`src/rtl/mem_bus_arbiter.sv`:
```
// mem_bus_arbiter: two-requester round-robin arbiter with optional lock,
// sequencing one access at a time onto memory_bus with a fixed read latency.
module mem_bus_arbiter #(
  parameter int READ_LATENCY = 1
) (
  input  logic        clk,
  input  logic        reset,
  input  logic        req0_valid,
  input  logic [15:0] req0_address,
  input  logic [15:0] req0_data_in,
  input  logic [1:0]  req0_write_mask,
  input  logic        req0_write_enable,
  input  logic        req0_lock,
  input  logic        req1_valid,
  input  logic [15:0] req1_address,
  input  logic [15:0] req1_data_in,
  input  logic [1:0]  req1_write_mask,
  input  logic        req1_write_enable,
  input  logic        req1_lock,
  output logic        req0_ack,
  output logic        req1_ack,
  output logic        req0_done,
  output logic        req1_done,
  output logic [15:0] req0_rdata,
  output logic [15:0] req1_rdata,
  output logic [15:0] bus_address,
  output logic [15:0] bus_data_in,
  output logic [1:0]  bus_write_mask,
  output logic        bus_enable,
  output logic        bus_write_enable,
  input  logic [15:0] bus_data_out
);

  typedef enum logic [1:0] {IDLE, ACCESS, WAIT} state_t;

  localparam logic [2:0] CNT_INIT = 3'(READ_LATENCY - 1);

  state_t      state, state_n;
  logic [2:0]  cnt, cnt_n;
  logic        owner, owner_n;
  logic        last_grant, last_grant_n;
  logic        lock_set, lock_set_n;
  logic        lock_id, lock_id_n;
  logic        lat_we, lat_we_n;
  logic        lat_lock, lat_lock_n;
  logic [15:0] address_n, data_n;
  logic [1:0]  mask_n;
  logic        enable_n, write_enable_n;
  logic        ack0_n, ack1_n, done0_n, done1_n;
  logic [15:0] rdata0_n, rdata1_n;
  logic        elig0, elig1, pick, fin, smp;

  always_ff @(posedge clk) begin
    if (!reset) begin
      state            <= IDLE;
      cnt              <= '0;
      owner            <= 1'b0;
      last_grant       <= 1'b1;
      lock_set         <= 1'b0;
      lock_id          <= 1'b0;
      lat_we           <= 1'b0;
      lat_lock         <= 1'b0;
      bus_address      <= '0;
      bus_data_in      <= '0;
      bus_write_mask   <= '0;
      bus_enable       <= 1'b0;
      bus_write_enable <= 1'b0;
      req0_ack         <= 1'b0;
      req1_ack         <= 1'b0;
      req0_done        <= 1'b0;
      req1_done        <= 1'b0;
      req0_rdata       <= '0;
      req1_rdata       <= '0;
    end else begin
      state            <= state_n;
      cnt              <= cnt_n;
      owner            <= owner_n;
      last_grant       <= last_grant_n;
      lock_set         <= lock_set_n;
      lock_id          <= lock_id_n;
      lat_we           <= lat_we_n;
      lat_lock         <= lat_lock_n;
      bus_address      <= address_n;
      bus_data_in      <= data_n;
      bus_write_mask   <= mask_n;
      bus_enable       <= enable_n;
      bus_write_enable <= write_enable_n;
      req0_ack         <= ack0_n;
      req1_ack         <= ack1_n;
      req0_done        <= done0_n;
      req1_done        <= done1_n;
      req0_rdata       <= rdata0_n;
      req1_rdata       <= rdata1_n;
    end
  end

  always_comb begin
    state_n        = state;
    cnt_n          = cnt;
    owner_n        = owner;
    last_grant_n   = last_grant;
    lock_set_n     = lock_set;
    lock_id_n      = lock_id;
    lat_we_n       = lat_we;
    lat_lock_n     = lat_lock;
    address_n      = bus_address;
    data_n         = bus_data_in;
    mask_n         = bus_write_mask;
    enable_n       = 1'b0;
    write_enable_n = 1'b0;
    ack0_n         = 1'b0;
    ack1_n         = 1'b0;
    done0_n        = 1'b0;
    done1_n        = 1'b0;
    rdata0_n       = req0_rdata;
    rdata1_n       = req1_rdata;
    fin            = 1'b0;
    smp            = 1'b0;
    // a held lock masks out the other requester
    elig0 = req0_valid && (!lock_set || !lock_id);
    elig1 = req1_valid && (!lock_set || lock_id);
    pick  = (elig0 && elig1) ? ~last_grant : elig1;

    unique case (state)
      IDLE: begin
        if (elig0 || elig1) begin
          owner_n        = pick;
          last_grant_n   = pick;
          address_n      = pick ? req1_address : req0_address;
          data_n         = pick ? req1_data_in : req0_data_in;
          mask_n         = pick ? req1_write_mask : req0_write_mask;
          lat_we_n       = pick ? req1_write_enable : req0_write_enable;
          lat_lock_n     = pick ? req1_lock : req0_lock;
          cnt_n          = CNT_INIT;
          enable_n       = 1'b1;
          write_enable_n = lat_we_n;
          ack0_n         = !pick;
          ack1_n         = pick;
          state_n        = ACCESS;
        end
      end
      ACCESS: begin
        if (lat_we) begin
          fin = 1'b1;
        end else if (cnt == 3'd0) begin
          fin = 1'b1;
          smp = 1'b1;
        end else begin
          cnt_n   = cnt - 3'd1;
          state_n = WAIT;
        end
      end
      WAIT: begin
        if (cnt == 3'd0) begin
          fin = 1'b1;
          smp = 1'b1;
        end else begin
          cnt_n = cnt - 3'd1;
        end
      end
      default: state_n = IDLE;
    endcase

    if (fin) begin
      state_n    = IDLE;
      lock_set_n = lat_lock;
      lock_id_n  = owner;
      done0_n    = !owner;
      done1_n    = owner;
      if (smp && !owner) rdata0_n = bus_data_out;
      if (smp && owner)  rdata1_n = bus_data_out;
    end
  end

endmodule
```
`config.mk`:
```
export PLATFORM = sky130hd
export DESIGN_NAME = mem_bus_arbiter
export DESIGN_NICKNAME = d
export VERILOG_FILES = /design/src/rtl/mem_bus_arbiter.sv
export SDC_FILE = /design/constraint.sdc
export NUM_CORES = 1
export LEC_CHECK = 0
export BUFFER_PORTS_ARGS = -buffer_cell sky130_fd_sc_hd__buf_2
export CAP_MARGIN = 25
export CELL_PAD_IN_SITES_DETAIL_PLACEMENT = 0
export CELL_PAD_IN_SITES_GLOBAL_PLACEMENT = 1
export CORE_MARGIN = 4
export CORE_UTILIZATION = 35
export CTS_CLUSTER_DIAMETER = 100
export DETAILED_ROUTE_END_ITERATION = 16
export HOLD_SLACK_MARGIN = 0.1
export PLACE_DENSITY = 0.94
export SKIP_LAST_GASP = 1
export SLEW_MARGIN = 25
export SYNTH_ARGS = -nofsm -noshare
export SYNTH_HDL_FRONTEND = slang
export SYNTH_SLANG_ARGS = --single-unit
```
`constraint.sdc`:
```
create_clock -name clk -period 3 [get_ports clk]
set_input_delay 0.15 -clock clk [delete_from_list [all_inputs] [get_ports clk]]
set_output_delay 0.15 -clock clk [all_outputs]
set_load 0.1 [all_outputs]
```
==> summary.txt, run 1 <==
Drt
  – Via Count: 3638
  – Drt via density: 4.81
  – Post-DRT Antenna Nets: 0
  – Wire per inst: 14.0 um
  – Initial DRC Count: 98
  – Routed WL: 10600 um
  – Drt drc: 0
  – Total iterations of the first detailed-routing run: 4

Placed design
  – DP HPWL: 6570 um
  – Port bufs: 163
  – Final RePlAce weighted congestion: 0.811
  – Setup WS pre-CTS: 0.746 ns

STA
  – Fin Hold WS: 0.160 ns
  – Final Cycle Share: 85.9%
  – Setup_tns: 0 ns
  – FMAX: 388 MHz
  – Final Max Slew Viols: 0
  – Fin crit period: 2.58 ns
  – Final hold vios: 0
  – RSZ-0062 raised after global routing: no
  – Setup Viol. Count Final: 0
  – Final WS setup: 0.424 ns
  – Clock Skews: 0.0141 ns
  – Worst Tran Pin Value: 0.874 ns
  – Max transition margin: 41.7%

Synthesis
  – Post-synth EDFFs: 0
  – Top cells by area, synth: dfxtp_1 50%, mux2i_1 12%, nand2_1 9.1%
  – Post-Syn Area: 3340 sq um
  – Post-synthesis sequential area ratio: 49.7%
  – Top FF cell, synth: dfxtp_1
  – Syn_nets: 482
  – Async set-reset flop share out of synthesis: 0%
  – FF+latch count, synth: 83
  – YS warnings: 0
  – Mean post-synth cell area: 8.73 sq um
  – Count leader, synth: dfxtp_1
  – Yosys top cell area share: 49.7%
  – Post-synth cell types: 28
  – Post-synth top cells: 83 x dfxtp_1, 81 x nand2_1, 41 x mux2i_1
  – Syn Inst Count: 383
  – Yosys top cell by area: dfxtp_1

Power
  – Power Total: 5.60 mW
  – Peak VDD IR: 652 uV
  – PwrDens: 1040 nW/um^2
  – Static leakage: 2.68 nW

Critical path
  – Buf+Inv Stages, Crit Path: 3
  – CP endpoint kind: register
  – CP Launch Point: state[0]$_SDFFE_PP0P_
  – Top delay family on crit path: buffers and inverters
  – Path depth of the worst reg2reg path: 8
  – Startpoint Class: register
  – Crit path DAT: 2.85 ns
  – Critical Path Most Common Cell: o21ai_0
  – Worst path required time: 3.28 ns
  – Worst path max stage delay: 0.59 ns
  – Slowest cell on the critical path: dlygate4sd3_1
  – FF-to-FF Start: state[0]$_SDFFE_PP0P_
  – CP Max Fanout: 55
  – CP Cell Sequence: inv_1, ha_1, o21ai_0, a21oi_4, buf_12, o21ai_0, a31oi_1, dlygate4sd3_1
  – Worst path depth: 8
  – Crit Path Category: reg2reg

Clock network
  – Clk_lat worst skew: 0.35 ns
  – CTS root buf: clkbuf_8
  – TritonCTS clock tree: yes
  – H-tree levels: 3
  – Clock slew at reported path FFs: 0.09 ns
  – Post-CTS Setup Bufs: 0
  – CTS buffer count: 9
  – Clock tree sinks: 83
  – Clk buf depth: 2

Outcome
  – Status: finished clean

Final layout
  – Multi-input gate area: 1540 sq um
  – Share of layout cells above drive strength 1: 29.9%
  – Nets: 722
  – Diode count: 0
  – Seq. cell area: 1660 sq um
  – Final core utilization: 58.2%
  – Area Growth Syn to Fin: 61.5%
  – Filler cells: 813

Floorplan
  – Die height: 106 um
  – Starting Density: 36.0%
  – Die extent in x: 106 um
  – Die area: 11200 sq um
  – Core area: 9280 sq um
  – Placement row count: 35
  – I/O pins: 164

GRT
  – Initial antenna violation count: 0
  – Largest net degree at the start of global routing: 56
  – Total grt overflow: 0
  – First-pass GRT wire length: 17800 um
  – GR Util All Layers: 19.3%
  – Vias in the first global route: 3802

Run
  – Number of max-capacitance violations reported: 0

Min path
  – Min-delay src: req0_write_enable
  – Hold Path Class: in2reg
  – Min-Delay Path Depth: 3
[registers in the layout (all words and copies together) (netlist names)]
name / cells
req1_rdata: 16
req1_ack: 1
lock_set: 1
lock_id: 1
owner: 1
req0_ack: 1
bus_write_enable: 1
req0_rdata: 16
bus_address: 16
lat_we: 1
bus_write_mask: 2
bus_data_in: 16
state: 2
cnt: 3
req1_done: 1
lat_lock: 1
bus_enable: 1
last_grant: 1
req0_done: 1
[cell usage in the layout (no fill, tap or decap), types with 2 or more instances in the layout]
cell	Yosys	final
buf_2	5	163
dlygate4sd3_1	0	88
dfxtp_1	83	83
nand2_1	81	81
mux2i_1	41	41
nor2_1	39	39
o21ai_0	37	37
a31oi_1	35	35
clkbuf_8	0	9
inv_1	8	8
ha_1	7	7
nand2b_1	4	4
buf_4	0	4
nand3b_1	3	3
nand3_1	3	3
bufinv_16	0	3
inv_6	0	3
a21oi_1	3	2
[report_power, final]
part           internal, mW  total, mW  switching (mW)  leakage [nW]
clock network         0.568       1.00           0.436         0.127
logic                 0.786       3.08            2.30          1.87
registers              1.37       1.51           0.142         0.680
total                  2.72       5.60            2.88          2.68
[cell type report]
cell class / count / share of cell area (%)
clock buffer: 9 / 2.29
clock inverter: 7 / 2.36
inverter: 9 / 0.626
multi-input combinational: 264 / 28.6
sequential: 83 / 30.8
tap: 129 / 2.99
timing repair buffer: 256 / 32.4
[worst min-delay path, stage by stage]
cell and delay [ns]:
buf_2 0.07, mux2i_1 0.09, a21oi_1 0.14
[per-stage QoR]
stage               instances  area [sq um]
floorplan                 383          3340
global placement          653          4270
detailed placement        653          4270
CTS                       757          5400
global route              757          5400
finish                    757          5400
[metal layers]
layer / GRT usage [%] / vias up / routed length [um]
li1: - / 1780 / -
met1: 22.8 / 1682 / 4480
met2: 32.7 / 157 / 5040
met3: 6.37 / 19 / 911
met4: 7.22 / 0 / 189
met5: 0 / - / 0
[worst paths after layout]
path,end,slack (ns)
min,lat_we$_SDFFE_PN0P_,0.16
min reg2reg,cnt[2]$_SDFFE_PN0P_,0.47
max,bus_address[0]$_SDFFE_PN0P_,0.42
max reg2reg,bus_address[0]$_SDFFE_PN0P_,0.42
[kinds of logic after synthesis]
logic type,share of synthesized area (%)
adders and majority gates,2.62
AOI/OAI and AO/OA,14.7
and+or+nand+nor,16.2
DFF,49.7
buffers and inverters,4.45
muxes,12.3
[what timing repair did]
action                    in CTS  in global routing
hold endpoints to repair      68                  0
gates resized for setup        0                  0
hold buffers                  88                  0
(Power assumes the default switching activity.)
==> inputs of run 2 (changes only) <==
--- a/config.mk
+++ b/config.mk
@@ -7,10 +7,10 @@
 export LEC_CHECK = 0
 export BUFFER_PORTS_ARGS = -buffer_cell sky130_fd_sc_hd__buf_2
 export CAP_MARGIN = 25
-export CELL_PAD_IN_SITES_DETAIL_PLACEMENT = 0
-export CELL_PAD_IN_SITES_GLOBAL_PLACEMENT = 1
+export CELL_PAD_IN_SITES_DETAIL_PLACEMENT = 2
+export CELL_PAD_IN_SITES_GLOBAL_PLACEMENT = 2
 export CORE_MARGIN = 4
-export CORE_UTILIZATION = 35
+export CORE_UTILIZATION = 27
 export CTS_CLUSTER_DIAMETER = 100
 export DETAILED_ROUTE_END_ITERATION = 16
 export HOLD_SLACK_MARGIN = 0.1
==> run 2 against run 1 <==
Net effect: critical path depth stayed put; highest routed layer unchanged; critical endpoint is now bus_data_in[11]$_SDFFE_PN0P_; register-to-register slack worse by 0.17 ns; worst hold slack worse by 0.045 ns; largest cell class unchanged; sequential share of layout area is 0.15 points lower; clock skew is 0.0083 ns lower; power is 1.7% higher.
==> summary.txt, run 2 (synthesis gave the netlist of run 1 again) <==
Clock network
  – H-tree levels: 3 (unchanged)
  – CTS buffer count: 9 (unchanged)
  – Post_cts resized: 0 (unchanged)
  – Clk_lat worst skew: 0.34 ns (about the same)
  – TritonCTS clock tree: yes
  – CTS root buf: clkbuf_16
  – Post-CTS Setup Bufs: 0 (unchanged)
  – Clock slew at reported path FFs: 0.07 ns (-0.02 ns)
  – Clock tree sinks: 83 (unchanged)
  – Clk buf depth: 2 (unchanged)

Final layout
  – Area Growth Syn to Fin: 62.3%
  – Nets: 719 (-0.42%)
  – Share of layout cells above drive strength 1: 30.0% (+0.032 points)
  – Most common cell after layout, fill and taps aside: buf_2
  – Filler cells: 1334 (+64%)
  – Seq. cell area: 1660 sq um (unchanged)
  – Design area: 5430 sq um (+0.49%)
  – Multi-input gate area: 1540 sq um (unchanged)
  – Commonest cells after routing, fill and taps aside: 163 x buf_2, 85 x dlygate4sd3_1, 83 x dfxtp_1, 81 x nand2_1, 41 x mux2i_1
  – Final core utilization: 45.0% (-13 points)

Critical path
  – Slowest cell on the critical path: dlygate4sd3_1
  – R2R setup slack: 0.25 ns (-0.17 ns)
  – Worst path required time: 3.29 ns (about the same)
  – CP Cell Sequence: inv_1, ha_1, o21ai_0, a21oi_4, buf_4, o21ai_0, a31oi_1, dlygate4sd3_1
  – CP Max Fanout: 71 (+29%)
  – Crit Path Category: reg2reg
  – FF-to-FF Start: state[0]$_SDFFE_PP0P_
  – Critical Path Most Common Cell: o21ai_0
  – Startpoint Class: register
  – CP Launch Point: state[0]$_SDFFE_PP0P_
  – Worst path max stage delay: 0.57 ns (-0.02 ns)
  – CP endpoint kind: register
  – Crit path DAT: 3.03 ns (+0.18 ns)

STA
  – Final hold vios: 0 (unchanged)
  – Setup_tns: 0 ns (unchanged)
  – Clock Skews: 0.00576 ns (-0.00834 ns)
  – Final Max Slew Viols: 0 (unchanged)
  – Final Cycle Share: 91.6% (+5.7 points)
  – Worst Tran Pin Value: 0.906 ns (+0.0320 ns)
  – Max transition margin: 39.6% (-2.1 points)
  – Setup Viol. Count Final: 0 (unchanged)
  – FMAX: 364 MHz (-6.3%)
  – RSZ-0062 raised after global routing: no
  – Fin crit period: 2.75 ns (+0.172 ns)

Floorplan
  – I/O pins: 164 (unchanged)
  – Die extent in x: 119 um (+13%)
  – Core area: 12100 sq um (+30%)
  – Starting Density: 27.7% (-8.3 points)
  – Die area: 14200 sq um (+27%)
  – Placement row count: 40 (+14%)
  – Die height: 119 um (+13%)

Placed design
  – Port bufs: 163 (unchanged)
  – DP HPWL: 8940 um (+36%)
  – Final RePlAce weighted congestion: 0.746 (-8.0%)
  – Placed cell area: 4300 sq um (+0.85%)

GRT
  – Total grt overflow: 0 (unchanged)
  – Initial antenna violation count: 1 (+1)
  – First-pass GRT wire length: 23800 um (+33%)
  – Largest net degree at the start of global routing: 72 (+29%)
  – GR Util All Layers: 21.1% (+1.8 points)
  – Vias in the first global route: 4397 (+16%)

Power
  – Switching part of the total power: 52.8% (+1.4 points)
  – PwrDens: 1050 nW/um^2 (+1.2%)
  – Static leakage: 2.65 nW (-0.97%)
  – Peak VDD IR: 527 uV (-19%)
  – Internal power: 2.69 mW (-1.2%)
  – Power Total: 5.69 mW (+1.7%)
  – Part of the power in combinational logic: 55.3% (+0.2 points)
  – NetSw: 3.01 mW (+4.5%)
  – Flop pwr share: 26.7% (-0.2 points)
  – Clock share of power: 18.0% (about the same)

Drt
  – Via Count: 3742 (+2.9%)
  – Drt drc: 0 (unchanged)
  – Routed WL: 14800 um (+39%)
  – Wire per inst: 18.6 um (+33%)
  – Drt via density: 4.72 (-1.8%)
  – Post-DRT Antenna Nets: 0 (unchanged)
  – Total iterations of the first detailed-routing run: 3 (-1)
  – Initial DRC Count: 112 (+14%)

Min path
  – Min-delay src: bus_data_out[2]
  – Hold Path Class: in2reg

Run
  – Number of max-capacitance violations reported: 0 (unchanged)

Outcome
  – Status: finished clean
[run 2: cell types whose count changed in the layout (fill, tap and decap cells not counted), moves of 3 or more]
| cell | before | now |
|---|---|---|
| bufinv_16 | 3 | 0 |
| clkbuf_8 | 9 | 0 |
| inv_6 | 3 | 0 |
| clkbuf_16 | 0 | 9 |
| clkinvlp_4 | 0 | 4 |
| dlygate4sd3_1 | 88 | 85 |
[run 2: final timing paths]
check                                 end  depth (start not counted)
max          bus_data_in[11]$_SDFFE_PN0P_                          8
min            req0_rdata[2]$_SDFFE_PN0P_                          3
max reg2reg  bus_data_in[11]$_SDFFE_PN0P_                          8
min reg2reg           cnt[2]$_SDFFE_PN0P_                          2
[run 2: area by class of cell]
type,count,area share (%)
Antenna cell,1,0.0461
Clock buffer,9,4.15
Clock inverter,6,0.807
Inverter,9,0.623
Multi-Input combinational cell,264,28.5
Sequential cell,83,30.6
Tap cell,168,3.87
Timing Repair Buffer,253,31.4
[run 2: metal layers]
metal,wire length [um],share of wire (%),global-route usage [%],up-vias
met1,5710,39,22.6,1792
li1,-,-,-,1775
met3,895,6.1,5.22,36
met2,7680,52,39.0,139
met4,499,3.4,9.20,0
met5,0,0,0,-
[run 2: per-stage QoR]
stage / hold slack, ns / worst slack, ns / instances
5_1_grt: 0.109 / 0.0359 / 793
3_5_place_dp: 0.421 / 0.659 / 692
3_3_place_gp: 0.396 / 0.862 / 692
6_report: 0.115 / 0.251 / 793
2_1_floorplan: 0.294 / 1.08 / 383
4_1_cts: 0.104 / 0.407 / 792
[run 2: critical path, delay by kind of cell, from the launching register on]
kind	cells	cell delay, ns
buffers and inverters	3	1.24
AOI/OAI and AO/OA	4	0.83
DFF	1	0.35
adders and majority gates	1	0.22
[run 2: repair_timing]
action	in CTS	in global routing
endpoints found under the setup margin	0	0
hold endpoints to repair	57	0
hold buffers	85	0
[run 2: power by group through the flow]
stage | Clock, mW | Sequential (mW) | Combinational, mW
after floorplan | 0 | 3.06 | 0.764
after global placement | 0 | 1.51 | 2.75
after detailed placement | 0 | 1.53 | 2.84
after CTS | 1.05 | 1.51 | 3.11
after global routing | 1.10 | 1.56 | 3.33
final | 1.02 | 1.52 | 3.15
==> inputs of run 3 (changes only) <==
--- a/config.mk
+++ b/config.mk
@@ -15,6 +15,7 @@
 export DETAILED_ROUTE_END_ITERATION = 16
 export HOLD_SLACK_MARGIN = 0.1
 export PLACE_DENSITY = 0.94
+export RECOVER_POWER = 25
 export SKIP_LAST_GASP = 1
 export SLEW_MARGIN = 25
 export SYNTH_ARGS = -nofsm -noshare
==> run 3 against run 2 <==
Net effect: non-clock buffer count did not move; sequential power barely moved; sequential share of layout area rose by 0.27 points; design area fell by 0.88%; core utilization fell by 0.39 points; worst hold slack barely moved; flip-flop and latch count did not move; power fell by 0.46%; worst setup slack got worse by 0.00059 ns; die area did not move; register-to-register slack barely moved; clock power barely moved; largest power group unchanged.
==> summary.txt, run 3 (synthesis gave the netlist of run 1 again) <==
Outcome
  – Status: finished clean

Floorplan
  – Placement row count: 40 (unchanged)
  – Die height: 119 um (unchanged)
  – Die area: 14200 sq um (unchanged)
  – Core area: 12100 sq um (unchanged)
  – Die extent in x: 119 um (unchanged)
  – Starting Density: 27.7% (unchanged)
  – I/O pins: 164 (unchanged)

Drt
  – Routed WL: 14800 um (+0.16%)
  – Wire per inst: 18.7 um (+0.16%)
  – Metal2 WL: 7620 um (-0.79%)
  – M1 wire length: 5780 um (+1.2%)
  – Total iterations of the first detailed-routing run: 3 (unchanged)
  – Drt drc: 0 (unchanged)
  – Drt via density: 4.72 (+0.11%)
  – Uppermost routed layer: met4
  – Post-DRT Antenna Nets: 0 (unchanged)
  – Via Count: 3746 (+0.11%)
  – Initial DRC Count: 115 (+2.7%)
  – Met3 routed WL: 877 um (-2.0%)

Final layout
  – Design area: 5380 sq um (-0.88%)
  – Commonest cells after routing, fill and taps aside: 125 x buf_2, 85 x dlygate4sd3_1, 83 x dfxtp_1, 81 x nand2_1, 41 x mux2i_1
  – Filler cells: 1362 (+2.1%)
  – Most common cell after layout, fill and taps aside: buf_2
  – Share of layout cells above drive strength 1: 23.9% (-6.1 points)
  – Multi-input gate area: 1540 sq um (unchanged)
  – Seq. cell area: 1660 sq um (unchanged)
  – Nets: 719 (unchanged)
  – Fin cells: 793 (unchanged)
  – Area Growth Syn to Fin: 60.9%

Placed design
  – Setup WS pre-CTS: 0.659 ns (unchanged)
  – Placed cells: 692 (unchanged)
  – Placed cell area: 4300 sq um (unchanged)
  – Final RePlAce weighted congestion: 0.746 (unchanged)
  – DP HPWL: 8940 um (unchanged)
  – Port bufs: 163 (unchanged)

Clock network
  – CTS buffer count: 9 (unchanged)
  – Clock slew at reported path FFs: 0.07 ns (about the same)
  – Clk_lat worst skew: 0.34 ns (about the same)
  – Clock tree sinks: 83 (unchanged)
  – TritonCTS clock tree: yes
  – Clk buf depth: 2 (unchanged)
  – CTS root buf: clkbuf_16
  – Post-CTS Setup Bufs: 0 (unchanged)
  – H-tree levels: 3 (unchanged)

STA
  – FMAX: 364 MHz (about the same)
  – RSZ-0062 raised after global routing: no
  – Fin crit period: 2.75 ns (+0.000588 ns)
  – Setup Viol. Count Final: 0 (unchanged)
  – Setup_tns: 0 ns (unchanged)
  – Fin Hold WS: 0.115 ns (+0.000219 ns)
  – Final WS setup: 0.251 ns (-0.000588 ns)
  – Max transition margin: 16.8% (-23 points)
  – Final Cycle Share: 91.6% (about the same)
  – Final Max Slew Viols: 0 (unchanged)
  – Clock Skews: 0.00504 ns (-0.000722 ns)
  – Final hold vios: 0 (unchanged)
  – Worst Tran Pin Value: 1.25 ns (+0.347 ns)

Min path
  – Min-Delay Path Depth: 3 (unchanged)
  – WHS Endpoint: bus_data_in[8]$_SDFFE_PN0P_
  – Min-delay src: req0_data_in[8]
  – Hold Path Class: in2reg

Critical path
  – Buf+Inv Stages, Crit Path: 3 (unchanged)
  – Worst path max stage delay: 0.57 ns (about the same)
  – R2R setup slack: 0.25 ns (about the same)
  – CP endpoint kind: register
  – Worst path required time: 3.29 ns (about the same)
  – Top delay family on crit path: buffers and inverters
  – CP Max Fanout: 71 (unchanged)
  – Slowest cell on the critical path: dlygate4sd3_1
  – Crit Path Category: reg2reg
  – Path depth of the worst reg2reg path: 8 (unchanged)
  – Critical Path Most Common Cell: o21ai_0
  – Crit path DAT: 3.03 ns (about the same)
  – CP Cell Sequence: inv_1, ha_1, o21ai_0, a21oi_4, buf_4, o21ai_0, a31oi_1, dlygate4sd3_1
  – RR Endpoint: bus_data_in[11]$_SDFFE_PN0P_
  – Startpoint Class: register
  – CP Launch Point: state[0]$_SDFFE_PP0P_
  – FF-to-FF Start: state[0]$_SDFFE_PP0P_

Power
  – Peak VDD IR: 523 uV (-0.68%)
  – PwrDens: 1050 nW/um^2 (+0.42%)
  – Static leakage: 2.50 nW (-5.7%)

GRT
  – Initial antenna violation count: 1 (unchanged)
  – Vias in the first global route: 4397 (unchanged)
  – Total grt overflow: 0 (unchanged)
  – First-pass GRT wire length: 23800 um (unchanged)
  – Largest net degree at the start of global routing: 72 (unchanged)
  – GR Util All Layers: 21.1% (unchanged)

Run
  – Number of max-capacitance violations reported: 0 (unchanged)
[run 3: tightest hold or removal path: stages]
cell and delay (ns):
buf_2 0.10, nand2_1 0.07, a31oi_1 0.08
[run 3: layout make-up]
class | instances | share of cell area, %
sequential | 83 | 30.9
clock buffer | 9 | 4.19
clock inverter | 6 | 0.814
multi-input combinational | 264 | 28.7
antenna | 1 | 0.0465
tap | 168 | 3.91
inverter | 9 | 0.628
timing repair buffer | 253 | 30.8
[run 3: how the worst max path moves through the flow]
stage,depth (start not counted),slack (ns),end
CTS,8,0.41,bus_data_in[0]$_SDFFE_PN0P_
detailed placement,6,0.66,req1_rdata[0]$_SDFFE_PN0P_
global route,8,0.04,bus_data_in[9]$_SDFFE_PN0P_
global placement,6,0.86,req1_rdata[13]$_SDFFE_PN0P_
floorplan,7,1.08,req0_rdata[10]$_SDFFE_PN0P_
finish,8,0.25,bus_data_in[11]$_SDFFE_PN0P_
[run 3: what timing repair did]
| action | in CTS | in global routing |
|---|---|---|
| setup endpoints to repair | 0 | 0 |
| hold buffers | 85 | 0 |
| endpoints found under the hold margin | 57 | 0 |
| resized for setup | 0 | 0 |
[run 3: where the power goes]
part	switching, mW	total [mW]	internal, mW
Clock	0.469	1.02	0.556
Combinational	2.39	3.12	0.730
Sequential	0.156	1.52	1.37
[run 3: through the flow]
stage	power, mW	util (%)
after floorplan	3.83	-
after global routing	5.96	44.6
final	5.67	44.6
after global placement	4.26	35.7
after CTS	5.67	45.0
after detailed placement	4.37	35.7
[run 3: metal layers]
layer,vias to the layer above,GRT usage [%]
li1,1774,-
met1,1789,22.6
met2,144,39.0
met3,39,5.22
met4,0,9.20
met5,-,0
